[src/rtl/led_reg_pkg.sv]
`default_nettype none
// ============================================================================
// Module      : led_reg_pkg
// Description : Register map constants and frame sequencer state encoding
//               shared by the LED register controller.
// Revision    : 1.0 - initial release
// ============================================================================
package led_reg_pkg;

    localparam logic [6:0] c_addr_id        = 7'h00;
    localparam logic [6:0] c_addr_led       = 7'h01;
    localparam logic [6:0] c_addr_pix_index = 7'h02;
    localparam logic [6:0] c_addr_red       = 7'h03;
    localparam logic [6:0] c_addr_green     = 7'h04;
    localparam logic [6:0] c_addr_blue      = 7'h05;
    localparam logic [6:0] c_addr_ctrl      = 7'h06;

    localparam logic [7:0] c_id_value       = 8'hA5;

    typedef enum logic [1:0] {
        ST_IDLE  = 2'd0,
        ST_SEND  = 2'd1,
        ST_LATCH = 2'd2
    } seq_state_t;

endpackage
`default_nettype wire

[src/rtl/led_frame_sequencer.sv]
`default_nettype none
// ============================================================================
// Module      : led_frame_sequencer
// Description : Walks the pixel memory once per frame toward the serializer,
//               then holds the line idle for the latch period.
// Revision    : 1.0 - initial release
// ============================================================================
module led_frame_sequencer
    import led_reg_pkg::*;
#(
    parameter int NUM_PIXELS   = 4,
    parameter int LATCH_CYCLES = 1500,
    parameter int IDX_W        = (NUM_PIXELS > 1) ? $clog2(NUM_PIXELS) : 1
) (
    input  logic             clock,
    input  logic             reset,
    input  logic             start,
    input  logic             pixel_ready,
    output logic             pixel_valid,
    output logic             busy,
    output logic             pending,
    output logic             load,
    output logic [IDX_W-1:0] load_index
);

    localparam int               c_lat_w    = (LATCH_CYCLES > 1) ? $clog2(LATCH_CYCLES) : 1;
    localparam logic [IDX_W-1:0] c_last_idx = IDX_W'(NUM_PIXELS - 1);
    localparam logic [c_lat_w-1:0] c_last_lat = c_lat_w'(LATCH_CYCLES - 1);

    seq_state_t         r_state;
    seq_state_t         w_state;
    logic [IDX_W-1:0]   r_count;
    logic [IDX_W-1:0]   w_count;
    logic [c_lat_w-1:0] r_latch;
    logic [c_lat_w-1:0] w_latch;
    logic               r_pending;
    logic               w_pending;

    always_ff @(posedge clock) begin
        if (reset) begin
            r_state   <= ST_IDLE;
            r_count   <= '0;
            r_latch   <= '0;
            r_pending <= 1'b0;
        end else begin
            r_state   <= w_state;
            r_count   <= w_count;
            r_latch   <= w_latch;
            r_pending <= w_pending;
        end
    end

    // load/load_index tell the parent which memory word to present next cycle
    always_comb begin
        w_state    = r_state;
        w_count    = r_count;
        w_latch    = r_latch;
        w_pending  = r_pending;
        load       = 1'b0;
        load_index = '0;
        case (r_state)
            ST_IDLE: begin
                if (start || r_pending) begin
                    w_state   = ST_SEND;
                    w_count   = '0;
                    w_pending = 1'b0;
                    load      = 1'b1;
                end
            end
            ST_SEND: begin
                w_pending = r_pending | start;
                if (pixel_ready) begin
                    if (r_count == c_last_idx) begin
                        w_state = ST_LATCH;
                        w_latch = '0;
                    end else begin
                        w_count    = r_count + IDX_W'(1);
                        load       = 1'b1;
                        load_index = r_count + IDX_W'(1);
                    end
                end
            end
            ST_LATCH: begin
                if (r_latch == c_last_lat) begin
                    // a request landing on the final latch cycle survives as pending
                    w_pending = start;
                    if (r_pending) begin
                        w_state = ST_SEND;
                        w_count = '0;
                        load    = 1'b1;
                    end else begin
                        w_state = ST_IDLE;
                    end
                end else begin
                    w_latch   = r_latch + c_lat_w'(1);
                    w_pending = r_pending | start;
                end
            end
            default: w_state = ST_IDLE;
        endcase
    end

    assign pixel_valid = (r_state == ST_SEND);
    assign busy        = (r_state != ST_IDLE);
    assign pending     = r_pending;

endmodule
`default_nettype wire

[src/rtl/led_reg_controller.sv]
`default_nettype none
// ============================================================================
// Module      : led_reg_controller
// Description : I2C-slave register file driving the on-board RGB LED and a
//               WS2812B pixel chain through a frame sequencer.
// Revision    : 1.0 - initial release
// ============================================================================
module led_reg_controller
    import led_reg_pkg::*;
#(
    parameter int NUM_PIXELS   = 4,
    parameter int LATCH_CYCLES = 1500
) (
    input  logic        clock,
    input  logic        reset,
    input  logic [6:0]  reg_address,
    input  logic        reg_is_write,
    input  logic        reg_request,
    input  logic [7:0]  reg_write_data,
    output logic        reg_response,
    output logic [7:0]  reg_read_data,
    output logic [2:0]  led_out,
    output logic        pixel_valid,
    output logic [23:0] pixel_data,
    input  logic        pixel_ready,
    output logic        busy
);

    localparam int                 c_idx_w    = (NUM_PIXELS > 1) ? $clog2(NUM_PIXELS) : 1;
    localparam logic [c_idx_w-1:0] c_last_idx = c_idx_w'(NUM_PIXELS - 1);

    logic               r_wait_low;
    logic               r_response;
    logic [7:0]         r_read_data;
    logic [2:0]         r_led;
    logic [c_idx_w-1:0] r_pix_index;
    logic [7:0]         r_red;
    logic [7:0]         r_green;
    logic [7:0]         r_blue;
    logic [23:0]        r_mem [NUM_PIXELS];
    logic [23:0]        r_pixel_data;

    logic               w_accept;
    logic               w_wr;
    logic               w_rd;
    logic               w_mem_we;
    logic [23:0]        w_mem_wdata;
    logic               w_start;
    logic [c_idx_w-1:0] w_index_wdata;
    logic [c_idx_w-1:0] w_index_next;
    logic [7:0]         w_read_mux;
    logic               w_seq_pending;
    logic               w_load;
    logic [c_idx_w-1:0] w_load_index;

    // one access per request pulse: the request must drop before another is taken
    assign w_accept      = reg_request && !r_wait_low;
    assign w_wr          = w_accept && reg_is_write;
    assign w_rd          = w_accept && !reg_is_write;
    assign w_mem_we      = w_wr && (reg_address == c_addr_blue);
    assign w_mem_wdata   = {r_green, r_red, reg_write_data};
    assign w_start       = w_wr && (reg_address == c_addr_ctrl) && reg_write_data[0];
    assign w_index_wdata = (int'(reg_write_data) >= NUM_PIXELS) ? '0 : reg_write_data[c_idx_w-1:0];
    assign w_index_next  = (r_pix_index == c_last_idx) ? '0 : r_pix_index + c_idx_w'(1);

    always_comb begin
        w_read_mux = 8'h00;
        case (reg_address)
            c_addr_id:        w_read_mux = c_id_value;
            c_addr_led:       w_read_mux = {5'b0, r_led};
            c_addr_pix_index: w_read_mux = 8'(r_pix_index);
            c_addr_red:       w_read_mux = r_red;
            c_addr_green:     w_read_mux = r_green;
            c_addr_blue:      w_read_mux = r_blue;
            c_addr_ctrl:      w_read_mux = {6'b0, w_seq_pending, busy};
            default:          w_read_mux = 8'h00;
        endcase
    end

    always_ff @(posedge clock) begin
        if (reset) begin
            r_wait_low  <= 1'b0;
            r_response  <= 1'b0;
            r_read_data <= 8'h00;
            r_led       <= 3'b000;
            r_pix_index <= '0;
            r_red       <= 8'h00;
            r_green     <= 8'h00;
            r_blue      <= 8'h00;
        end else begin
            r_response <= w_accept;
            if (w_accept) begin
                r_wait_low <= 1'b1;
            end else if (!reg_request) begin
                r_wait_low <= 1'b0;
            end
            if (w_rd) begin
                r_read_data <= w_read_mux;
            end
            if (w_wr) begin
                case (reg_address)
                    c_addr_led:       r_led       <= reg_write_data[2:0];
                    c_addr_pix_index: r_pix_index <= w_index_wdata;
                    c_addr_red:       r_red       <= reg_write_data;
                    c_addr_green:     r_green     <= reg_write_data;
                    c_addr_blue: begin
                        r_blue      <= reg_write_data;
                        r_pix_index <= w_index_next;
                    end
                    default: ;
                endcase
            end
        end
    end

    // pixel memory keeps its contents across reset
    always_ff @(posedge clock) begin
        if (w_mem_we) begin
            r_mem[r_pix_index] <= w_mem_wdata;
        end
    end

    // the presented word is captured once so a stalled beat cannot change under the serializer
    always_ff @(posedge clock) begin
        if (reset) begin
            r_pixel_data <= 24'h000000;
        end else if (w_load) begin
            if (w_mem_we && (r_pix_index == w_load_index)) begin
                r_pixel_data <= w_mem_wdata;
            end else begin
                r_pixel_data <= r_mem[w_load_index];
            end
        end
    end

    led_frame_sequencer #(
        .NUM_PIXELS   (NUM_PIXELS),
        .LATCH_CYCLES (LATCH_CYCLES),
        .IDX_W        (c_idx_w)
    ) u_frame_sequencer (
        .clock       (clock),
        .reset       (reset),
        .start       (w_start),
        .pixel_ready (pixel_ready),
        .pixel_valid (pixel_valid),
        .busy        (busy),
        .pending     (w_seq_pending),
        .load        (w_load),
        .load_index  (w_load_index)
    );

    assign reg_response  = r_response;
    assign reg_read_data = r_read_data;
    assign led_out       = r_led;
    assign pixel_data    = r_pixel_data;

endmodule
`default_nettype wire

[config.mk]
export PLATFORM = sky130hd
export DESIGN_NAME = led_reg_controller
export DESIGN_NICKNAME = d
export VERILOG_FILES = /design/src/rtl/led_reg_pkg.sv /design/src/rtl/led_frame_sequencer.sv /design/src/rtl/led_reg_controller.sv
export SDC_FILE = /design/constraint.sdc
export NUM_CORES = 1
export LEC_CHECK = 0
export ABC_AREA = 0
export CORE_UTILIZATION = 50
export CTS_BUF_LIST = sky130_fd_sc_hd__clkbuf_4 sky130_fd_sc_hd__clkbuf_8
export DETAILED_ROUTE_END_ITERATION = 16
export GPL_ROUTABILITY_DRIVEN = 1
export PLACE_DENSITY = 0.7
export SYNTH_ARGS = -nofsm -noshare
export SYNTH_HDL_FRONTEND = slang
export SYNTH_SLANG_ARGS = --single-unit
[constraint.sdc]
create_clock -name clock -period 2.6 [get_ports clock]
set_clock_uncertainty 0.2 [all_clocks]
set_input_delay 0.26 -clock clock [delete_from_list [all_inputs] [get_ports clock]]
set_output_delay 0.26 -clock clock [all_outputs]
set_load 0.005 [all_outputs]
==> impl_metrics.tcl, run 1 <==
set metrics [dict create \
    use_met1 0.320 \
    routabilityCongestion 0.909 \
    synth.yosys.seq_area_share 0.597 \
    ys_types 61 \
    cts_made_buffers 17 \
    final.setup.worst_slack_ns 0.186 \
    cts.sinks 175 \
    worstRegToRegCells 9 \
    hold_path_class "in2reg" \
    diodes 0 \
    slew_viol_final 0 \
    drt_first_pass_iters 6 \
    holdCritStartpoint "reset" \
    drc_errors 0 \
    nets 765 \
    grt_max_degree 51 \
    num_rows 44 \
    post_cts_resized 0 \
    stdcell_count 931 \
    initial_core_util 0.514 \
    hold_depth 2 \
    cts_root_buf "clkbuf_8" \
    cts_buffer_depth 2 \
    dpl.hpwl_um 11400 \
    tightest_slew_ns 0.606 \
    cts_tree "yes" \
    wirelength_um 17600 \
    dp.cells 898 \
    clk_pin_slew_ns 0.09 \
    synthCells 668 \
    vias_per_cell 5.90 \
    synth_top_area_share 0.386 \
    synth_area_um2 7480 \
    ys_ff_latch 175 \
    clkLatencyLatePin_ns 0.46 \
    dp_slack_ns 0.0786 \
    r2r_setup_slack_ns 0.19 \
    r2r_end "pixel_data[1]$_SDFFE_PP0P_" \
    rsz0062_at_grt "no" \
    fin_total_pwr_mw 5.34 \
    synth_top_area_cell "edfxtp_1" \
    cts_max_level 4 \
    wl_per_cell_um 18.9 \
    core_um2 14500 \
    setup_tns_ns 0 \
    crit_required_ns 2.77 \
    routed-via-count 5489 \
    crit-reg2reg-launch "u_frame_sequencer.r_state[1]$_SDFFE_PP0P_" \
    syn2layout_area_growth_pct 19.9 \
    drt_iter0_markers 521 \
    grt_pass1_vias 5412 \
    die_h_um 124 \
    drive_gt1_frac 0.114 \
    grt-ovfl-total 0 \
    end_kind "flip-flop" \
    grt_pass1_wl_um 28800 \
    cellPowerDensity_nw_per_um2 595 \
    synth_nets 699 \
    synth-async-reset-ratio 0 \
    fin_crit_ns 2.41 \
    worst_setup_path_start_kind "flip-flop" \
    grt_use_total 0.237 \
    gr-usage-met3 0.0481 \
    yosys-top-cells-area "edfxtp_1 (39%), dfxtp_1 (21%), nor2_1 (3.6%)" \
    ir_drop_uv 279 \
    hold_viol 0 \
    setup_viol_count_final 0 \
    die-area_um2 15400 \
    cts_setup_buffers 0 \
    ys.flop_type "edfxtp_1" \
    die_x_um 124 \
    yosys_warnings 0 \
    maxCapViolCount 0 \
    grt-busiest-layer "met2" \
    synth_edf_count 96 \
    crit_fanout 25 \
    io_pins 58 \
    relSlewSlack 0.592 \
    grt_antenna_before_repair 0 \
    fmax_ghz 0.414 \
    worstSetupPathType "reg2reg" \
    use_met2 0.388 \
    hold_end "led_out[0]$_SDFFE_PP0P_" \
    finalCritPeriodShare 0.928 \
    avgSynthCellArea_um2 11.2 \
    portBuffers 57 \
    p_leak_nw 3.05 \
    ctsHoldBuffers 0 \
    worstPathArrival_ns 2.58 \
    status "completed" \
    ant_nets 0 \
]
## cell usage after synthesis, types with 10 or more instances
| library cell | count |
|---|---|
| a211oi_1 | 25 |
| a21oi_1 | 23 |
| a311oi_1 | 26 |
| buf_2 | 10 |
| clkbuf_1 | 31 |
| dfxtp_1 | 79 |
| edfxtp_1 | 96 |
| ha_1 | 11 |
| inv_1 | 13 |
| mux2i_1 | 24 |
| nand2_1 | 55 |
| nand3_1 | 13 |
| nand4_1 | 11 |
| nor2_1 | 71 |
| nor2b_1 | 31 |
| o22ai_1 | 25 |
| or3_1 | 26 |
## cell usage in the layout, fill, tap and decap left out, types with 4 or more instances in the layout
cell             netlist  final
edfxtp_1              96     96
dfxtp_1               79     79
nor2_1                71     70
clkdlybuf4s50_1        0     56
nand2_1               55     55
nor2b_1               31     31
buf_4                  0     27
or3_1                 26     26
a311oi_1              26     26
a211oi_1              25     25
o22ai_1               25     25
mux2i_1               24     24
a21oi_1               23     23
clkbuf_8               0     18
inv_1                 13     13
nand3_1               13     13
buf_12                 0     12
nand4_1               11     11
ha_1                  11     10
and2_1                 8      8
o21ai_0                8      8
inv_6                  0      6
and3_1                 4      4
a31oi_1                5      4
xnor2_1                4      4
xor2_1                 4      4
## metal layers
| layer | up-vias | routed length, um |
|---|---|---|
| li1 | 2608 | - |
| met1 | 2719 | 8020 |
| met2 | 146 | 8600 |
| met3 | 16 | 841 |
| met4 | 0 | 176 |
| met5 | - | 0 |
## how the worst max path moves through the flow
stage | cells after the start | startpoint | to
finish | 9 | u_frame_sequencer.r_state[1]$_SDFFE_PP0P_ | pixel_data[1]$_SDFFE_PP0P_
global route | 9 | u_frame_sequencer.r_state[1]$_SDFFE_PP0P_ | pixel_data[1]$_SDFFE_PP0P_
CTS | 8 | u_frame_sequencer.r_state[1]$_SDFFE_PP0P_ | pixel_data[1]$_SDFFE_PP0P_
detailed placement | 6 | reg_address[3] | u_frame_sequencer.r_state[1]$_SDFFE_PP0P_
global placement | 6 | reg_address[3] | u_frame_sequencer.r_state[1]$_SDFFE_PP0P_
floorplan | 9 | u_frame_sequencer.r_state[1]$_SDFFE_PP0P_ | pixel_data[8]$_SDFFE_PP0P_
## critical path, cell delays in order, from the launching register on
cell and delay [ns]:
dfxtp_1 0.36, inv_1 0.10, ha_2 0.20, buf_4 0.17, nand3_1 0.12, xnor2_1 0.15
and3_4 0.20, buf_12 0.16, or3_1 0.38, a311oi_1 0.28
## state kept, by name (all words and copies together), names as in the netlist
register / flops
led_out: 3
pixel_data: 24
r_blue: 8
r_green: 8
r_mem: 96
r_pix_index: 2
r_red: 8
r_wait_low: 1
reg_read_data: 8
reg_response: 1
u_frame_sequencer.pending: 1
u_frame_sequencer.r_count: 2
u_frame_sequencer.r_latch: 11
u_frame_sequencer.r_state: 2
## cell families (layout without fill, tap and decap cells)
kind of cell             after synthesis  after routing  share of synthesized area
XOR/XNOR                               8              8                    0.00937
AND/OR/NAND/NOR                      251            251                      0.177
flip-flops                           175            175                      0.597
buffers and inverters                 63            142                     0.0373
adder cells (fa/ha/maj)               11             11                     0.0184
AO/OA/AOI/OAI                        136            136                      0.129
multiplexers                          24             24                     0.0321
## per-stage QoR
stage | instance area [um2] | util | hold slack, ns
2_1_floorplan | 7480 | - | 0.159
3_3_place_gp | 8510 | 0.585 | 0.238
3_5_place_dp | 8510 | 0.585 | 0.254
4_1_cts | 8930 | 0.615 | 0.0121
5_1_grt | 8970 | 0.617 | 0.0158
6_report | 8970 | 0.617 | 0.0344
## area by class of cell
class                      count  area, um2
fill                        1182       5570
sequential                   175       4460
multi-input combinational    430       2770
timing repair buffer          97       1030
clock buffer                  18        248
tap                          184        230
clock inverter                14        176
inverter                      13       48.8
## where the power goes
part	switching [mW]	total (mW)	internal, mW
clock	1.00	2.00	0.991
combinational	0.210	0.403	0.193
sequential	0.0182	2.94	2.92
Power figures use the tool's default switching activity.
==> inputs of run 2 (changes only) <==
--- a/config.mk
+++ b/config.mk
@@ -6,11 +6,10 @@
 export NUM_CORES = 1
 export LEC_CHECK = 0
 export ABC_AREA = 0
-export CORE_UTILIZATION = 50
+export CORE_UTILIZATION = 30
 export CTS_BUF_LIST = sky130_fd_sc_hd__clkbuf_4 sky130_fd_sc_hd__clkbuf_8
 export DETAILED_ROUTE_END_ITERATION = 16
 export GPL_ROUTABILITY_DRIVEN = 1
-export PLACE_DENSITY = 0.7
 export SYNTH_ARGS = -nofsm -noshare
 export SYNTH_HDL_FRONTEND = slang
 export SYNTH_SLANG_ARGS = --single-unit
==> run 2 against run 1 <==
  * Sequential power about the same
  * Utilization shrank 24 points
  * Combinational power about the same
  * Flip-flop and latch count is the same
  * Final cell count grew 15%
  * Worst hold slack better by 0.21 ns
  * Die area rose by 65%
  * Register-to-register slack about the same
  * Clock-buffer cell count is the same
  * Non-clock buffer count grew 4
  * Setup slack improved by 0.0064 ns
  * Maximum frequency grew 0.27%
  * Largest cell class unchanged
==> impl_metrics.tcl, run 2 (synthesized netlist as in run 1, its figures left out) <==
set metrics [dict create \
    status "completed" \
    p_leak_nw 3.05 \
    clk_pin_slew_ns 0.10 \
    grt_antenna_before_repair 0 \
    portBuffers 57 \
    slowest_delay_ns 0.39 \
    vias_per_cell 5.06 \
    relSlewSlack 0.688 \
    die-area_um2 25600 \
    die_h_um 160 \
    worstPathArrival_ns 2.57 \
    routabilityCongestion 0.821 \
    hold_path_class "in2reg" \
    mostFrequentLayoutCell "edfxtp_1" \
    largest_reg_flops 96 \
    fin_crit_ns 2.41 \
    rsz0062_at_grt "no" \
    tightest_slew_ns 0.467 \
    drt_iter0_markers 388 \
    grt-ovfl-total 0 \
    placed_area_um2 8720 \
    crit_required_ns 2.76 \
    setup_tns_ns 0 \
    fin_util 0.373 \
    drc_errors 0 \
    dpl.hpwl_um 12200 \
    stdcell_area_um2 9100 \
    maxCapViolCount 0 \
    setup_viol_count_final 0 \
    regMostFlops "r_mem" \
    cts_buffer_depth 2 \
    ir_drop_uv 330 \
    initial_core_util 0.307 \
    worst_setup_path_start_kind "flip-flop" \
    nFillCells 2430 \
    crit_slowest_cell "dfxtp_1" \
    grt_max_degree 49 \
    clkLatencyLatePin_ns 0.46 \
    slew_viol_final 0 \
    core_um2 24400 \
    drive_gt1_frac 0.111 \
    end_kind "flip-flop" \
    cts_made_buffers 17 \
    cts.sinks 175 \
    nets 769 \
    grt_pass1_vias 5180 \
    cts_setup_buffers 0 \
    path_cells "ha_1 > buf_4 > nand2_1 > o21ba_1 > buf_12 > o22ai_1 > or3_1 > a311oi_1" \
    wl_per_cell_um 17.3 \
    cts_tree "yes" \
    cts_max_level 4 \
    wirelength_um 18600 \
    ant_nets 0 \
    cellPowerDensity_nw_per_um2 567 \
    num_rows 57 \
    grt_use_total 0.150 \
    fmax_ghz 0.415 \
    io_pins 58 \
    routed-via-count 5437 \
    hold_viol 0 \
    finalCritPeriodShare 0.926 \
    cts_root_buf "clkbuf_8" \
    drt_first_pass_iters 5 \
    final_cell_mix "edfxtp_1 (96), dfxtp_1 (79), nor2_1 (70), clkdlybuf4s50_1 (56), nand2_1 (55)" \
    diodes 0 \
    crit_fanout 24 \
    worstSetupPathType "reg2reg" \
    die_x_um 160 \
    syn2layout_area_growth_pct 21.7 \
    grt_pass1_wl_um 29600 \
]
==> run 2: final timing paths <==
check	from	end	slack, ns	cells past startpoint
setup / recovery	u_frame_sequencer.r_state[0]$_SDFFE_PP0P_	pixel_data[10]$_SDFFE_PP0P_	0.19	8
hold / removal	reg_request	r_wait_low$_SDFFE_PP0P_	0.25	2
setup reg to reg	u_frame_sequencer.r_state[0]$_SDFFE_PP0P_	pixel_data[10]$_SDFFE_PP0P_	0.19	8
hold reg to reg	r_wait_low$_SDFFE_PP0P_	reg_response$_SDFF_PP0_	0.25	1
==> run 2: through the flow <==
step | instances | setup WS (ns) | total power, mW | hold slack, ns
finish | 1075 | 0.192 | 5.16 | 0.248
global route | 1075 | 0.0542 | 5.39 | 0.267
floorplan | 668 | 0.296 | 3.20 | 0.159
global placement | 1042 | 0.0932 | 3.40 | 0.239
detailed placement | 1042 | 0.0572 | 3.41 | 0.243
CTS | 1075 | 0.208 | 5.22 | 0.218
==> run 2: metal layers <==
layer	routed length, um	global-route usage	up-vias
li1	-	-	2630
met3	847	0.0252	17
met5	0	0	-
met1	8880	0.202	2656
met4	164	0.0450	0
met2	8720	0.246	134
==> run 2: final cells by class <==
type                            instances  area [um2]  area share
Multi-Input combinational cell        430        2760       0.303
Clock buffer                           18         241      0.0265
Inverter                               13        48.8     0.00536
Sequential cell                       175        4460       0.491
Tap cell                              324         405      0.0445
Clock inverter                         14         131      0.0144
Timing Repair Buffer                  101        1050       0.115
==> run 2: power by group <==
group          internal (mW)  switching, mW
logic                  0.191          0.210
registers               2.92         0.0185
clock network          0.787           1.03
==> run 2: critical path, delay by kind of cell (launching register included) <==
family	cells	cell delay [ns]
buffers and inverters	2	0.37
DFF	1	0.39
AOI/OAI and AO/OA	3	0.68
adders and majority gates	1	0.23
and+or+nand+nor	2	0.43
==> run 2: repair_timing <==
action,4_1_cts,5_1_grt
hold buffers,1,0
resized for setup,0,0
hold endpoints to repair,8,0
==> inputs of run 3 (changes only) <==
--- a/config.mk
+++ b/config.mk
@@ -6,10 +6,11 @@
 export NUM_CORES = 1
 export LEC_CHECK = 0
 export ABC_AREA = 0
-export CORE_UTILIZATION = 30
+export CORE_UTILIZATION = 55
 export CTS_BUF_LIST = sky130_fd_sc_hd__clkbuf_4 sky130_fd_sc_hd__clkbuf_8
 export DETAILED_ROUTE_END_ITERATION = 16
 export GPL_ROUTABILITY_DRIVEN = 1
+export PLACE_DENSITY = 0.76
 export SYNTH_ARGS = -nofsm -noshare
 export SYNTH_HDL_FRONTEND = slang
 export SYNTH_SLANG_ARGS = --single-unit
==> run 3 against run 2 <==
  * Highest routed layer unchanged
  * Critical path type unchanged
  * Sequential share of layout area rose by 1.5 points
  * Setup slack got worse by 0.11 ns
  * Largest cell class unchanged
  * Power rose by 1.8%
  * Cell area fell by 2.9%
==> impl_metrics.tcl, run 3 (synthesized netlist as in run 1, its figures left out) <==
set metrics [dict create \
    status "completed" \
    slowest_delay_ns 0.48 \
    hold_end "reg_response$_SDFF_PP0_" \
    mostFrequentLayoutCell "edfxtp_1" \
    largest_reg_flops 96 \
    core_um2 13200 \
    worstRegToRegCells 7 \
    cts.sinks 175 \
    clkLatencyLatePin_ns 0.45 \
    grt_use_total 0.246 \
    multi_input_area_um2 2780 \
    grt_max_degree 49 \
    wl_per_cell_um 18.7 \
    cts_buffer_depth 2 \
    holdCritStartpoint "r_wait_low$_SDFFE_PP0P_" \
    fmax_ghz 0.397 \
    crit_slowest_cell "and3_2" \
    relSlewSlack 0.661 \
    end_kind "flip-flop" \
    hold_depth 1 \
    dp.cells 884 \
    critical-path-top-delay-family "simple AND/OR/NAND/NOR gates" \
    io_pins 58 \
    use_met1 0.315 \
    die_x_um 119 \
    worst_setup_path_start_kind "flip-flop" \
    use_met2 0.408 \
    drt_first_pass_iters 5 \
    slew_viol_final 0 \
    cts_tree "yes" \
    clk_pin_slew_ns 0.09 \
    cts_setup_buffers 0 \
    tightest_slew_ns 0.507 \
    wirelength_um 17200 \
    fin_crit_ns 2.52 \
    vias_per_cell 6.01 \
    maxCapViolCount 0 \
    grt_antenna_before_repair 0 \
    setup_tns_ns 0 \
    fin_total_pwr_mw 5.26 \
    grt_pass1_vias 5245 \
    r2r_setup_slack_ns 0.08 \
    ant_nets 0 \
    seq_area_um2 4460 \
    rsz0062_at_grt "no" \
    cellPowerDensity_nw_per_um2 595 \
    crit_fanout 12 \
    worstPathArrival_ns 2.68 \
    regMostFlops "r_mem" \
    hold_viol 0 \
    grt-busiest-layer "met2" \
    setup_viol_count_final 0 \
    routed-via-count 5523 \
    path_cells "inv_1 > ha_1 > and4bb_1 > xnor2_1 > and3_2 > nand2_1 > a311oi_1" \
    cts_max_level 4 \
    stdcell_count 919 \
    cts_made_buffers 17 \
    crit_required_ns 2.76 \
    r2r_end "pixel_data[9]$_SDFFE_PP0P_" \
    cts_root_buf "clkbuf_8" \
    syn2layout_area_growth_pct 18.2 \
    grt_pass1_wl_um 26700 \
    drc_errors 0 \
    path_buf_inv 1 \
    finalCritPeriodShare 0.970 \
    ir_drop_uv 297 \
    worstSetupPathType "reg2reg" \
    die-area_um2 14100 \
    nFillCells 1021 \
    num_rows 42 \
    fin_util 0.667 \
    drive_gt1_frac 0.102 \
    nets 761 \
    drt_iter0_markers 470 \
    initial_core_util 0.565 \
    crit-reg2reg-launch "u_frame_sequencer.r_state[1]$_SDFFE_PP0P_" \
    routabilityCongestion 0.880 \
    portBuffers 57 \
    hold_path_class "reg2reg" \
    diodes 0 \
    final_cell_mix "edfxtp_1 (96), dfxtp_1 (79), nor2_1 (70), clkdlybuf4s50_1 (56), nand2_1 (55)" \
    p_leak_nw 2.99 \
    die_h_um 119 \
    dpl.hpwl_um 11000 \
    grt-ovfl-total 0 \
    gr-usage-met3 0.0555 \
]
-- run 3: cell types whose count changed in the layout (fill, tap and decap cells not counted), moves of 2 or more --
cell / change
buf_12: -5
buf_4: -5
bufinv_16: +2
clkinvlp_4: +2
inv_6: -2
inv_8: -2
-- run 3: power breakdown --
group / internal, mW / switching (mW)
clock: 0.960 / 0.968
combinational: 0.183 / 0.206
sequential: 2.92 / 0.0182
-- run 3: what timing repair did --
action,in CTS,in global routing
hold buffers,1,0
resized for setup,0,2
hold endpoints to repair,3,0
setup endpoints to repair,0,1
-- run 3: worst max path at each step --
stage	start	end	cells past startpoint
final	u_frame_sequencer.r_state[1]$_SDFFE_PP0P_	pixel_data[9]$_SDFFE_PP0P_	7
after global routing	u_frame_sequencer.r_state[1]$_SDFFE_PP0P_	pixel_data[5]$_SDFFE_PP0P_	7
after CTS	u_frame_sequencer.r_state[1]$_SDFFE_PP0P_	pixel_data[22]$_SDFFE_PP0P_	7
after detailed placement	reg_address[3]	pixel_data[5]$_SDFFE_PP0P_	6
after global placement	reg_address[3]	led_out[1]$_SDFFE_PP0P_	8
after floorplan	u_frame_sequencer.r_state[1]$_SDFFE_PP0P_	pixel_data[8]$_SDFFE_PP0P_	9
-- run 3: stage by stage --
stage / hold slack [ns] / setup slack [ns] / area, um2
floorplan: 0.159 / 0.296 / 7480
global placement: 0.235 / 0.0881 / 8390
detailed placement: 0.249 / -0.0321 / 8390
CTS: 0.242 / 0.123 / 8810
global route: 0.275 / 0.0184 / 8830
finish: 0.261 / 0.0780 / 8830
-- run 3: area by class of cell --
cell class	instances	share of cell area
clock inverters	14	0.0188
clock buffers	18	0.0273
repair buffers	91	0.103
well taps	176	0.0249
multi-input cells	432	0.315
inverters	13	0.00552
flip-flops and latches	175	0.505
-- run 3: routing by layer --
metal / wire [um] / vias up / share of wire
met5: 0 / - / 0
li1: - / 2609 / -
met1: 7320 / 2675 / 0.43
met3: 1200 / 27 / 0.070
met2: 8420 / 212 / 0.49
met4: 276 / 0 / 0.016
